**config.mk**
```make
export PLATFORM = sky130hd
export DESIGN_NAME = cnt_seq_ctrl
export DESIGN_NICKNAME = d
export VERILOG_FILES = /design/src/rtl/cnt_pkg.sv /design/src/rtl/cnt_seq_rep.sv /design/src/rtl/cnt_seq_ctrl.sv
export SDC_FILE = /design/constraint.sdc
export NUM_CORES = 1
export LEC_CHECK = 0
export BUFFER_PORTS_ARGS = -buffer_cell sky130_fd_sc_hd__buf_2
export CAP_MARGIN = 0
export CORE_ASPECT_RATIO = 0.75
export CORE_MARGIN = 5
export CORE_UTILIZATION = 42
export CTS_CLUSTER_SIZE = 28
export DETAILED_ROUTE_END_ITERATION = 8
export PLACE_DENSITY = 0.77
export SYNTH_ARGS = -nofsm -noshare
export SYNTH_HDL_FRONTEND = slang
export SYNTH_SLANG_ARGS = --single-unit
```
**constraint.sdc**
```tcl
create_clock -name Clk -period 2.1 [get_ports Clk]
set_clock_uncertainty 0.05 [all_clocks]
set_input_delay 0.21 -clock Clk [delete_from_list [all_inputs] [get_ports Clk]]
set_output_delay 0.21 -clock Clk [all_outputs]
set_load 0.1 [all_outputs]
```
**src/rtl/cnt_pkg.sv**
```systemverilog
// Shared encodings and default widths for the counter sequencer.
// The FSM state encoding is visible on the State debug port.
package cnt_pkg;

  localparam int CNT_W = 8;
  localparam int REP_W = 4;

  typedef enum logic [1:0] {
    ST_IDLE = 2'd0,
    ST_LOAD = 2'd1,
    ST_RUN  = 2'd2,
    ST_DONE = 2'd3
  } seq_state_t;

  localparam logic MODE_ONESHOT  = 1'b0;
  localparam logic MODE_PERIODIC = 1'b1;

  // Repeat count loaded at Start: one-shot always runs exactly one period.
  function automatic logic [REP_W-1:0] start_reps(input logic mode, input logic [REP_W-1:0] reps);
    logic [REP_W-1:0] val;
    if (mode == MODE_PERIODIC) begin
      val = reps;
    end else begin
      val = {{(REP_W-1){1'b0}}, 1'b1};
    end
    return val;
  endfunction

endpackage

```
**src/rtl/cnt_seq_rep.sv**
```systemverilog
// Repeat down-counter: tracks periods remaining, including the one in progress.
// A zero load in periodic mode means "run forever" and freezes the count.
module cnt_seq_rep
  import cnt_pkg::*;
#(
  parameter int RW = REP_W
) (
  input  logic          Clk,
  input  logic          MR,
  input  logic          load,
  input  logic [RW-1:0] load_val,
  input  logic          load_inf,
  input  logic          dec,
  input  logic          clr,
  output logic [RW-1:0] rep_left,
  output logic          infinite,
  output logic          last
);

  logic [RW-1:0] cnt_r;
  logic          inf_r;

  // Count register: clear beats load beats decrement.
  always_ff @(posedge Clk or negedge MR) begin
    if (!MR) begin
      cnt_r <= {RW{1'b0}};
      inf_r <= 1'b0;
    end else if (clr) begin
      cnt_r <= {RW{1'b0}};
      inf_r <= 1'b0;
    end else if (load) begin
      cnt_r <= load_val;
      inf_r <= load_inf;
    end else if (dec && !inf_r && (cnt_r != {RW{1'b0}})) begin
      cnt_r <= cnt_r - {{(RW-1){1'b0}}, 1'b1};
      inf_r <= inf_r;
    end else begin
      cnt_r <= cnt_r;
      inf_r <= inf_r;
    end
  end

  assign rep_left = cnt_r;
  assign infinite = inf_r;
  assign last     = (cnt_r == {{(RW-1){1'b0}}, 1'b1});

endmodule

```
**src/rtl/cnt_seq_ctrl.sv**
```systemverilog
// Interval-timer sequencer around an external cascaded QH/QL counter:
// clears/enables the counter, compares against a latched terminal value, emits Tick/Done.
module cnt_seq_ctrl
  import cnt_pkg::*;
#(
  parameter int W  = CNT_W,
  parameter int RW = REP_W
) (
  input  logic            Clk,
  input  logic            MR,
  input  logic            Start,
  input  logic            Stop,
  input  logic            Hold,
  input  logic            Mode,
  input  logic [W-1:0]    Term,
  input  logic [RW-1:0]   Reps,
  input  logic [W/2-1:0]  QH,
  input  logic [W/2-1:0]  QL,
  output logic            CntEn,
  output logic            CntClr,
  output logic            Busy,
  output logic            Tick,
  output logic            Done,
  output logic [RW-1:0]   RepLeft,
  output logic [1:0]      State
);

  seq_state_t    state_r;
  seq_state_t    state_nxt_s;
  logic [W-1:0]  term_r;
  logic          load_s;
  logic          tick_s;
  logic          rep_dec_s;
  logic          rep_clr_s;
  logic          rep_inf_s;
  logic          rep_last_s;
  logic          load_inf_s;
  logic [RW-1:0] load_val_s;
  logic          match_s;

  assign load_val_s = start_reps(Mode, Reps);
  assign load_inf_s = (Mode == MODE_PERIODIC) && (Reps == {RW{1'b0}});
  assign match_s    = ({QH, QL} == term_r) && !Hold;

  cnt_seq_rep #(
    .RW (RW)
  ) u_rep (
    .Clk      (Clk),
    .MR       (MR),
    .load     (load_s),
    .load_val (load_val_s),
    .load_inf (load_inf_s),
    .dec      (rep_dec_s),
    .clr      (rep_clr_s),
    .rep_left (RepLeft),
    .infinite (rep_inf_s),
    .last     (rep_last_s)
  );

  // State, latched terminal value and the registered Tick pulse.
  always_ff @(posedge Clk or negedge MR) begin
    if (!MR) begin
      state_r <= ST_IDLE;
      term_r  <= {W{1'b0}};
      Tick    <= 1'b0;
    end else begin
      state_r <= state_nxt_s;
      Tick    <= tick_s;
      if (load_s) begin
        term_r <= Term;
      end else begin
        term_r <= term_r;
      end
    end
  end

  // Next state plus Mealy counter controls; Stop overrides everything.
  always_comb begin
    state_nxt_s = state_r;
    load_s      = 1'b0;
    tick_s      = 1'b0;
    rep_dec_s   = 1'b0;
    rep_clr_s   = 1'b0;
    CntEn       = 1'b0;
    CntClr      = 1'b0;
    Done        = 1'b0;
    if (Stop) begin
      state_nxt_s = ST_IDLE;
      rep_clr_s   = 1'b1;
    end else begin
      case (state_r)
        ST_IDLE: begin
          if (Start) begin
            state_nxt_s = ST_LOAD;
            load_s      = 1'b1;
          end else begin
            state_nxt_s = ST_IDLE;
          end
        end
        ST_LOAD: begin
          CntClr      = 1'b1;
          state_nxt_s = ST_RUN;
        end
        ST_RUN: begin
          CntEn = !Hold;
          if (match_s) begin
            tick_s = 1'b1;
            if (rep_last_s) begin
              state_nxt_s = ST_DONE;
            end else begin
              // Wrap to 0 instead of Term+1 so every period is Term+1 cycles.
              CntClr      = 1'b1;
              rep_dec_s   = !rep_inf_s;
              state_nxt_s = ST_RUN;
            end
          end else begin
            state_nxt_s = ST_RUN;
          end
        end
        ST_DONE: begin
          Done        = 1'b1;
          rep_clr_s   = 1'b1;
          state_nxt_s = ST_IDLE;
        end
        default: begin
          state_nxt_s = ST_IDLE;
        end
      endcase
    end
  end

  assign Busy  = (state_r == ST_LOAD) || (state_r == ST_RUN);
  assign State = state_r;

endmodule

```
## After elaboration in Yosys (flattened, before gate mapping)

Cells that the tools add are included.

| storage, ports and cells | value |
|---|---|
| word-level logic and storage cells | 53 |
| output and inout port bits | 11 |
| register bits | 16 |
| input bits | 26 |

| cells by class | value |
|---|---|
| add/subtract/negate cells | 1 |
| multiplexer cells | 30 |
| reduce and logical (&&, ||, !) cells | 12 |
| eq/ne operators | 5 |

Operators by type and width:

| kind | number |
|---|---|
| $mux W1 | 22 |
| $mux W4 | 4 |
| $eq A8 B8 Y1 | 1 |
| $pmux W2 S4 | 1 |
| $eq A2 B2 Y1 const B | 2 |
| $eq A4 B1 Y1 const B | 1 |
| $logic_and A1 B1 Y1 | 4 |
| $logic_not A4 Y1 | 1 |
| $mux W2 | 2 |
| $reduce_bool A4 Y1 | 1 |
| $sub A4 B1 Y4 const B | 1 |
| $reduce_bool A3 Y1 | 1 |
| $eq A2 B1 Y1 const B | 1 |
| $logic_not A1 Y1 | 2 |
| $logic_not A2 Y1 | 1 |
| $pmux W1 S2 | 1 |
| $reduce_bool A2 Y1 | 1 |
| $logic_or A1 B1 Y1 | 1 |

## Depth between registers and ports, before layout

Gate-level depths: netlist of run 1.

| depth | value |
|---|---|
| word-level depth | 10 |
| depth in mapped cells | 8 |

## By module

Synthesis of run 1 repeated with hierarchy kept, for this count alone.

| unflattened totals | value |
|---|---|
| cells, all modules | 98 |
| area total of the unflattened synthesis | 1027.2 sq um |

Modules (own cells, without submodules):

| module | instances | cells each | sequential area each (sq um) | area an instance (sq um) |
|---|---|---|---|---|
| cnt_seq_ctrl | 1 | 61 | 275.3 | 685.7 |
| cnt_seq_rep | 1 | 37 | 125.1 | 341.6 |

## Least setup slack after synthesis of run 1

Ideal clock, no wire load.

| path | value |
|---|---|
| kind | flip-flop to output port |
| from | reg state_r[0], in the netlist State[0] |
| to | out CntClr |
| buffers on the path | 0 |
| cell stages (with the launch flop) | 5 |
| slack | -1.801 ns |
| arrival time | 3.641 ns |
| data required time | 1.840 ns |
| path through | dfrtp_1 inv_1 ha_1 nor2b_1 nor2b_1 |

| between the ends | value |
|---|---|
| word-level cells in the longest chain between the ends | 3 |
| elaborated cells between the ends (all ways) | 4 |

Ends and longest elaborated chain:

| element | RTL line | text |
|---|---|---|
| from (decl) | cnt_seq_ctrl.sv:28 | `seq_state_t state_r;` |
| from (signal assigned) | cnt_seq_ctrl.sv:67 | `state_r <= state_nxt_s;` |
| $eq A2 B2 Y1 or $eq A2 B1 Y1 (tied branches) | cnt_seq_ctrl.sv:91 | `case (state_r)` |
| $pmux W1 S2 (*) | cnt_seq_ctrl.sv:91 |  |
| $mux W1 (*) | cnt_seq_ctrl.sv:87 | `if (Stop) begin` |
| to (decl) | cnt_seq_ctrl.sv:20 | `output logic CntClr,` |

Mark *: on every way between the ends. The rest lies on a longest branch, timed or not.

## Worst setup path after layout of run 1

Ends and elaborated chain as after synthesis.

==> flow_metrics.tcl, run 1 <==
set metrics [dict create \
    final_cells 179 \
    drcViolationCount 0 \
    synth_warnings 0 \
    die-area_um2 3540 \
    cts.path.max_buffers 2 \
    synth-seq-cells 16 \
    synthTopCellsByArea "dfrtp_1, mux2_2, ha_1, xnor2_2, xnor2_1" \
    drt_first_iter_violations 24 \
    drt_pass1_iterations 4 \
    rrSetupSlack_ps 180 \
    crit_path_end_kind "output port" \
    ys_seq_area_share_pct 39.0 \
    clock.fmax_mhz 499 \
    final.min_clock_period_ps 2000 \
    core-area_um2 2310 \
    fp.dieW_um 67.1 \
    worst_pin_slew_ps 498 \
    maxCapViolCount 0 \
    cts.sinks 16 \
    setup_violations 0 \
    clkTransAtPathRegs_ps 100 \
    cp-start-kind "flip-flop" \
    synth_top_area_cell "dfrtp_1" \
    top_usage_layer "met2" \
    clk_latency_ps 290 \
    num_antenna_cells 0 \
    synth.distinct_cells 30 \
    dp_hpwl_mm 1.99 \
    synth_cells 99 \
    grt_setup_unrepaired "no" \
    utilization_pct 61.1 \
    vias 864 \
    leakage_uw 0.000659 \
    start_util_pct 44.4 \
    antenna_left 0 \
    fin_setup_tns_ps 0 \
    period_share_pct 95.4 \
    tritoncts "done" \
    path_class "reg2out" \
    fillers 211 \
    mostFrequentLayoutCells "buf_2, dfrtp_1, nor2_1, mux2_2, buf_4" \
    clockRootBuffer "clkbuf_4" \
    ios 37 \
    dp.cells 170 \
    met1_usage_pct 18.3 \
    min_path_type "in2reg" \
    layout-drive-gt1-share_pct 51.0 \
    cp.required_ps 1840 \
    grt_usage_pct 15.5 \
    overflow 0 \
    critPathMaxFanout 4 \
    syn_nets 132 \
    yosysTopAreaCellShare_pct 39.0 \
    wl_mm 2.45 \
    p_per_area_nw_per_um2 730 \
    avgViaCountPerCell 4.83 \
    drv_slew 0 \
    rows 15 \
    netlist_area_um2 1030 \
    max-vdd-ir-drop_v 0.000420 \
    cp.arrival_ps 1740 \
    finalHoldViolCount 0 \
    h-tree-depth 1 \
    io_buffer_count 36 \
    met2_usage_pct 26.9 \
    die_h_um 52.8 \
    antenna_found_initial 0 \
    outcome "finished, final reports clean" \
    relSlewSlack_pct 66.5 \
    wl_per_cell_um 13.7 \
    grt_pass1_vias 881 \
    cts_made_buffers 3 \
    grt_pass1_wl_mm 3.98 \
    num-nets-final 179 \
    area_growth_pct 37.6 \
    met3_usage_pct 4.51 \
    gp_congestion 0.898 \
    syn_avg_cell_area_um2 10.4 \
    layout_commonest_cell "buf_2" \
    grt_start_max_net_pins 17 \
]
==> state kept, by name, indices dropped and copies added, names as in the netlist <==
| signal | cells |
|---|---|
| State | 2 |
| Tick | 1 |
| term_r | 8 |
| u_rep.infinite | 1 |
| u_rep.rep_left | 4 |
==> Yosys cell counts <==
| cell type | n |
|---|---|
| xor2_1 | 1 |
| clkbuf_1 | 1 |
| mux2i_1 | 2 |
| o41ai_1 | 1 |
| xnor2_1 | 6 |
| nand3_2 | 1 |
| dfrtp_1 | 16 |
| nand4_1 | 1 |
| and4_1 | 1 |
| nor3_1 | 4 |
| nor4_2 | 1 |
| o311a_1 | 1 |
| nand2b_1 | 3 |
| nor2_1 | 9 |
| o31ai_1 | 1 |
| ha_1 | 7 |
| buf_2 | 1 |
| nand3_1 | 1 |
| a21oi_1 | 5 |
| a41oi_1 | 1 |
| mux2_2 | 8 |
| or4b_1 | 1 |
| o21ai_0 | 3 |
| inv_1 | 5 |
| o21a_1 | 1 |
| nor2b_1 | 4 |
| xnor2_2 | 4 |
| nand2_1 | 6 |
| or3_1 | 1 |
| and3_1 | 2 |
==> per-stage QoR <==
stage               total power (uW)  hold slack, ps  worst slack [ps]  area (um^2)
floorplan                        719            -136              -144         1060
global placement                 800            88.5               220         1310
detailed placement               814             100               185         1310
CTS                             1030            89.7              11.0         1380
global route                    1090            80.3              2.59         1410
finish                          1030            95.1              96.3         1410
==> timing repair <==
| item | in CTS | in global routing |
|---|---|---|
| hold buffers | 1 | 0 |
| pin swaps | 0 | 1 |
| hold endpoints to repair | 16 | 0 |
| cloned | 0 | 0 |
| buffers inserted | 1 | 3 |
| resized for setup | 3 | 3 |
| setup endpoints to repair | 1 | 1 |
==> cell type report <==
| cell class | instances | area [um^2] | area share (%) |
|---|---|---|---|
| timing repair buffer | 44 | 258 | 18.3 |
| inverter | 5 | 21.3 | 1.51 |
| clock buffer | 4 | 36.3 | 2.57 |
| sequential | 16 | 410 | 29.1 |
| tap | 34 | 42.5 | 3.01 |
| multi-input combinational | 76 | 643 | 45.6 |
==> per-layer routing <==
layer / routed length (um) / vias up
met4: 27 / 0
li1: - / 434
met5: 0 / -
met2: 1190 / 22
met1: 1120 / 406
met3: 114 / 2
==> cell families after synthesis <==
logic type	Yosys count	synth area share, %
and+or+nand+nor	35	18.7
DFF	16	39.0
AOI/OAI and AO/OA	13	8.05
xor gates and xnor gates	11	12.3
muxes	10	10.7
buffers and inverters	7	2.68
adders and majority gates	7	8.54
==> worst max-delay path, cell delays in order (launching register included) <==
cell and delay (ps):
dfrtp_4 510, inv_4 70, ha_2 190, nand2b_4 60, nor2b_2 140, a41oi_2 140, nor2b_4 150, buf_12 180
==> worst paths after layout <==
path / startpoint / end / cells past startpoint
min in group asynchronous: MR / term_r[5] / 2
hold / removal: Term[0] / term_r[0] / 2
setup reg to reg: u_rep.rep_left[0] / u_rep.rep_left[2] / 7
hold reg to reg: term_r[2] / term_r[2] / 1
setup / recovery: State[0] / CntClr / 7
max in group asynchronous: MR / State[0] / 2
==> power breakdown <==
group | internal (uW) | total [uW] | switching [uW]
registers | 359 | 408 | 49.8
clock network | 106 | 208 | 102
logic | 166 | 414 | 248
total | 630 | 1030 | 399
Note: power is estimated with default switching activity, not from simulation.
==> run 2: changes to the inputs <==
--- a/config.mk
+++ b/config.mk
@@ -5,6 +5,7 @@
 export SDC_FILE = /design/constraint.sdc
 export NUM_CORES = 1
 export LEC_CHECK = 0
+export ABC_AREA = 1
 export BUFFER_PORTS_ARGS = -buffer_cell sky130_fd_sc_hd__buf_2
 export CAP_MARGIN = 0
 export CORE_ASPECT_RATIO = 0.75
==> flow_metrics.tcl, run 2 <==
set metrics [dict create \
    ys.flop_type "dfrtp_1" \
    crit_path_max_incr_delay_ps 430 \
    cp_slowest_cell "dfrtp_2" \
    period_share_pct 95.8 \
    worst_pin_slew_ps 490 \
    grt_start_max_net_pins 17 \
    syn_avg_cell_area_um2 7.49 \
    cts.sinks 16 \
    drt_first_iter_violations 34 \
    worst-path-buf-inv 3 \
    clk_latency_ps 300 \
    layout-drive-gt1-share_pct 34.1 \
    crit_top_cell "nand3_2" \
    syn_nets 173 \
    path_cells "inv_4 > ha_4 > inv_2 > nor2_2 > nand3_2 > nor2_4 > nand3_2 > a21oi_4 > buf_12" \
    die-area_um2 3610 \
    drcViolationCount 0 \
    yosys-top-cells-count "nand2_1, inv_1, dfrtp_1" \
    wl_per_cell_um 11.7 \
    num-nets-final 219 \
    multi_input_comb_area_um2 608 \
    cts.path.max_buffers 2 \
    synth.distinct_cells 20 \
    yosysTopAreaCellShare_pct 38.2 \
    largest_register_ffs 8 \
    worst_slack_ps 89.0 \
    pre_cts_ws_ps 157 \
    setup_violations 0 \
    core-area_um2 2350 \
    clock.fmax_mhz 497 \
    crit_path_end_kind "output port" \
    largest_register "term_r" \
    synth_top_area_cell "dfrtp_1" \
    ios 37 \
    final_cells 219 \
    area_growth_pct 35.7 \
    layout_commonest_cell "nand2_1" \
    grt_usage_pct 15.7 \
    grt_pass1_wl_mm 4.18 \
    die_h_um 53.3 \
    overflow 0 \
    crit_family "simple AND/OR/NAND/NOR gates" \
    clkTransAtPathRegs_ps 100 \
    min_path_type "in2reg" \
    cp-start-kind "flip-flop" \
    ys_seq_area_share_pct 38.2 \
    dp.cells 210 \
    cp.required_ps 1840 \
    mostFrequentLayoutCells "nand2_1, buf_2, inv_1" \
    leakage_uw 0.000749 \
    clockRootBuffer "clkbuf_4" \
    synth_edf_count 0 \
    fin_setup_tns_ps 0 \
    wl_mm 2.56 \
    cp.arrival_ps 1750 \
    gp_congestion 0.875 \
    max-vdd-ir-drop_v 0.000880 \
    synth_cells 140 \
    synth_warnings 0 \
    fp.dieW_um 67.7 \
    relSlewSlack_pct 67.6 \
    area.sequential_um2 403 \
    antenna_left 0 \
    drt_pass1_iterations 5 \
    h-tree-depth 1 \
    synthTopCellsByArea "dfrtp_1, nand2_1, ha_1, inv_1, nand3_1" \
    outcome "finished, final reports clean" \
    critPathMaxFanout 2 \
    num_antenna_cells 0 \
    io_buffer_count 36 \
    rows 15 \
    dp_hpwl_mm 2.04 \
    path_class "reg2out" \
    netlist_area_um2 1050 \
    fillers 223 \
    synth-seq-cells 16 \
    avgViaCountPerCell 4.75 \
    tritoncts "done" \
    async_flop_share_pct 100 \
    vias 1041 \
    antenna_found_initial 0 \
    final.min_clock_period_ps 2010 \
    p_per_area_nw_per_um2 1150 \
    synth_most_common_cell "nand2_1" \
    finalHoldViolCount 0 \
    drv_slew 0 \
    whs_ps 57.7 \
    start_util_pct 44.7 \
    maxCapViolCount 0 \
    grt_pass1_vias 976 \
    cts_made_buffers 3 \
]
## run 2: cell types whose count changed after synthesis, moves of 3 or more
cell      change
nand2b_1      -3
o21ai_0       +3
nand3_1       +8
mux2_2        -8
inv_1        +18
nand2_1      +35
a211oi_1      +3
xnor2_2       -4
nor2b_1       -4
## run 2: final cells by class
type | count | area share (%)
multi-input cells | 97 | 42.7
flip-flops and latches | 16 | 28.3
repair buffers | 42 | 17.1
inverters | 26 | 7.04
well taps | 34 | 2.99
clock buffers | 4 | 1.85
## run 2: kinds of logic after synthesis
logic type	Yosys count	synth area share, %
xor gates and xnor gates	5	4.18
DFF	16	38.2
adders and majority gates	7	8.35
AOI/OAI and AO/OA	18	9.31
buffers and inverters	27	9.78
and+or+nand+nor	67	30.2
## run 2: tightest hold or removal path, delay by kind of cell
family,cells,cell delay (ps)
AND/OR/NAND/NOR,1,40
buffers and inverters,1,70
AO/OA/AOI/OAI,1,50
## run 2: repair_timing
| action | CTS | global route |
|---|---|---|
| hold endpoints to repair | 16 | 0 |
| endpoints found under the setup margin | 1 | 1 |
| cloned | 0 | 0 |
| pin swaps | 2 | 4 |
| hold buffers | 1 | 0 |
| buffers inserted | 2 | 2 |
| resized for setup | 2 | 6 |
## run 2: report_power, final
part	switching (uW)	internal, uW
clock network	99.8	74.1
registers	84.2	409
logic	710	257
## run 2: through the flow
stage               power, uW  instance area, um^2  util, %
floorplan                1260                 1090        -
finish                   1630                 1420     60.6
global placement         1400                 1330     56.6
CTS                      1620                 1390     59.0
detailed placement       1430                 1330     56.6
global route             1760                 1420     60.6
## run 2: final timing paths
kind	startpoint	endpoint	slack, ps	depth (start not counted)
max reg2reg	State[0]	u_rep.rep_left[0]	320	7
max in group asynchronous	MR	State[0]	1420	2
min reg2reg	term_r[3]	term_r[3]	450	2
max	State[0]	CntClr	90	9
min	Term[1]	term_r[1]	60	3
min in group asynchronous	MR	term_r[0]	290	2
## run 2: per-layer routing
layer	up-vias	part of all wire (%)	GRT usage, %
met3	5	8.7	4.67
met1	468	44	20.8
met5	-	0	0
met2	40	46	24.6
li1	528	-	-
met4	0	1.1	4.38
==> run 3: changes to the inputs <==
--- a/config.mk
+++ b/config.mk
@@ -8,7 +8,7 @@
 export ABC_AREA = 1
 export BUFFER_PORTS_ARGS = -buffer_cell sky130_fd_sc_hd__buf_2
 export CAP_MARGIN = 0
-export CORE_ASPECT_RATIO = 0.75
+export CORE_ASPECT_RATIO = 1.5
 export CORE_MARGIN = 5
 export CORE_UTILIZATION = 42
 export CTS_CLUSTER_SIZE = 28
==> flow_metrics.tcl, run 3 (synthesis results as in run 2) <==
set metrics [dict create \
    worst_slack_ps 88.0 \
    layout-drive-gt1-share_pct 33.9 \
    layout_commonest_cell "nand2_1" \
    grt_start_max_net_pins 17 \
    die-area_um2 3620 \
    period_share_pct 95.8 \
    power.internal_uw 780 \
    crit_start "State[0]" \
    critPathMaxFanout 3 \
    setup_violations 0 \
    antenna_left 0 \
    hp-start "Term[3]" \
    vias 1031 \
    final.min_clock_period_ps 2010 \
    grt_pass1_vias 1072 \
    h-tree-depth 1 \
    reg2regPathDepth 7 \
    max-vdd-ir-drop_v 0.000610 \
    start_util_pct 43.3 \
    drv_slew 0 \
    avgViaCountPerCell 4.91 \
    path_class "reg2out" \
    area_growth_pct 35.7 \
    clkTransAtPathRegs_ps 100 \
    timing.rr.start "State[0]" \
    top_layer "met4" \
    mostFrequentLayoutCells "nand2_1, buf_2, inv_1" \
    fin_setup_tns_ps 0 \
    cp-start-kind "flip-flop" \
    rrSetupSlack_ps 410 \
    fp.dieW_um 50.8 \
    pre_cts_ws_ps 138 \
    gp_congestion 0.773 \
    overflow 0 \
    cts_made_buffers 3 \
    clockRootBuffer "clkbuf_4" \
    min_path_type "in2reg" \
    die_h_um 71.2 \
    clock.fmax_mhz 497 \
    grt_pass1_wl_mm 4.51 \
    rows 22 \
    clkPwrFrac_pct 12.5 \
    p_per_area_nw_per_um2 1180 \
    num_antenna_cells 0 \
    drt_first_iter_violations 12 \
    worst_pin_slew_ps 487 \
    ios 37 \
    dp_hpwl_mm 2.02 \
    grt_usage_pct 16.1 \
    cts.sinks 16 \
    maxCapViolCount 0 \
    p_comb_share_pct 58.1 \
    num-nets-final 220 \
    dp.cells 200 \
    min_path_cells 3 \
    sw_frac_of_total_pct 53.4 \
    outcome "finished, final reports clean" \
    final_cells 210 \
    leakage_uw 0.000760 \
    largest_register "term_r" \
    seq_power_share_pct 29.5 \
    grt_setup_unrepaired "yes" \
    p_total_uw 1670 \
    wl_met3_um 131 \
    wl_per_cell_um 11.9 \
    cp.required_ps 1840 \
    cp.arrival_ps 1750 \
    wl_mm 2.49 \
    tritoncts "done" \
    cts.path.max_buffers 2 \
    drt_pass1_iterations 4 \
    met1_length_um 920 \
    largest_register_ffs 8 \
    drcViolationCount 0 \
    finalHoldViolCount 0 \
    io_buffer_count 36 \
    core-area_um2 2420 \
    fillers 238 \
    relSlewSlack_pct 67.8 \
    whs_ps 56.3 \
    clk_latency_ps 300 \
    switchingPower_uw 893 \
    antenna_found_initial 0 \
    route.met2.wl_mm 1.37 \
    crit_path_end_kind "output port" \
]
[run 3: critical path, stage by stage, from the launching register on]
cell	delay, ps
dfrtp_2	440
inv_4	70
ha_4	130
inv_4	30
nor2_1	80
nand3_1	110
nor2_4	140
nand3_2	100
a21oi_4	160
buf_12	190
[run 3: power by group through the flow]
stage | combinational (uW) | clock (uW) | sequential (uW)
after CTS | 955 | 217 | 489
after global routing | 1060 | 231 | 506
after floorplan | 500 | 0 | 757
final | 971 | 209 | 493
after global placement | 915 | 0 | 485
after detailed placement | 934 | 0 | 495
[run 3: path summary, 6_finish.rpt]
kind | to
max | CntClr
max reg2reg | u_rep.rep_left[0]
min reg2reg | term_r[2]
min in group asynchronous | term_r[3]
min | term_r[3]
max in group asynchronous | State[1]
[run 3: final cells by class]
cell class / count / area [um^2] / share of cell area, %
repair buffers: 43 / 250 / 17.6
well taps: 24 / 30.0 / 2.11
clock buffers: 4 / 36.3 / 2.55
flip-flops and latches: 16 / 403 / 28.3
multi-input cells: 97 / 601 / 42.2
inverters: 26 / 103 / 7.21
[run 3: metrics by stage]
stage,area (um^2),util [%]
floorplan,1090,-
global placement,1320,54.3
detailed placement,1320,54.3
CTS,1390,57.2
global route,1420,58.7
finish,1420,58.7
[run 3: metal layers]
layer	global-route usage, %	vias to the layer above
met5	0	-
met4	9.66	0
met3	2.95	6
met2	28.2	26
met1	17.2	473
li1	-	526
[run 3: timing repair]
action                                  in CTS  in global routing
pin swaps                                    2                  4
resized for setup                            3                  4
hold buffers                                 1                  0
buffers inserted                             2                  3
gates cloned                                 0                  0
endpoints found under the setup margin       1                  1
endpoints found under the hold margin       16                  0
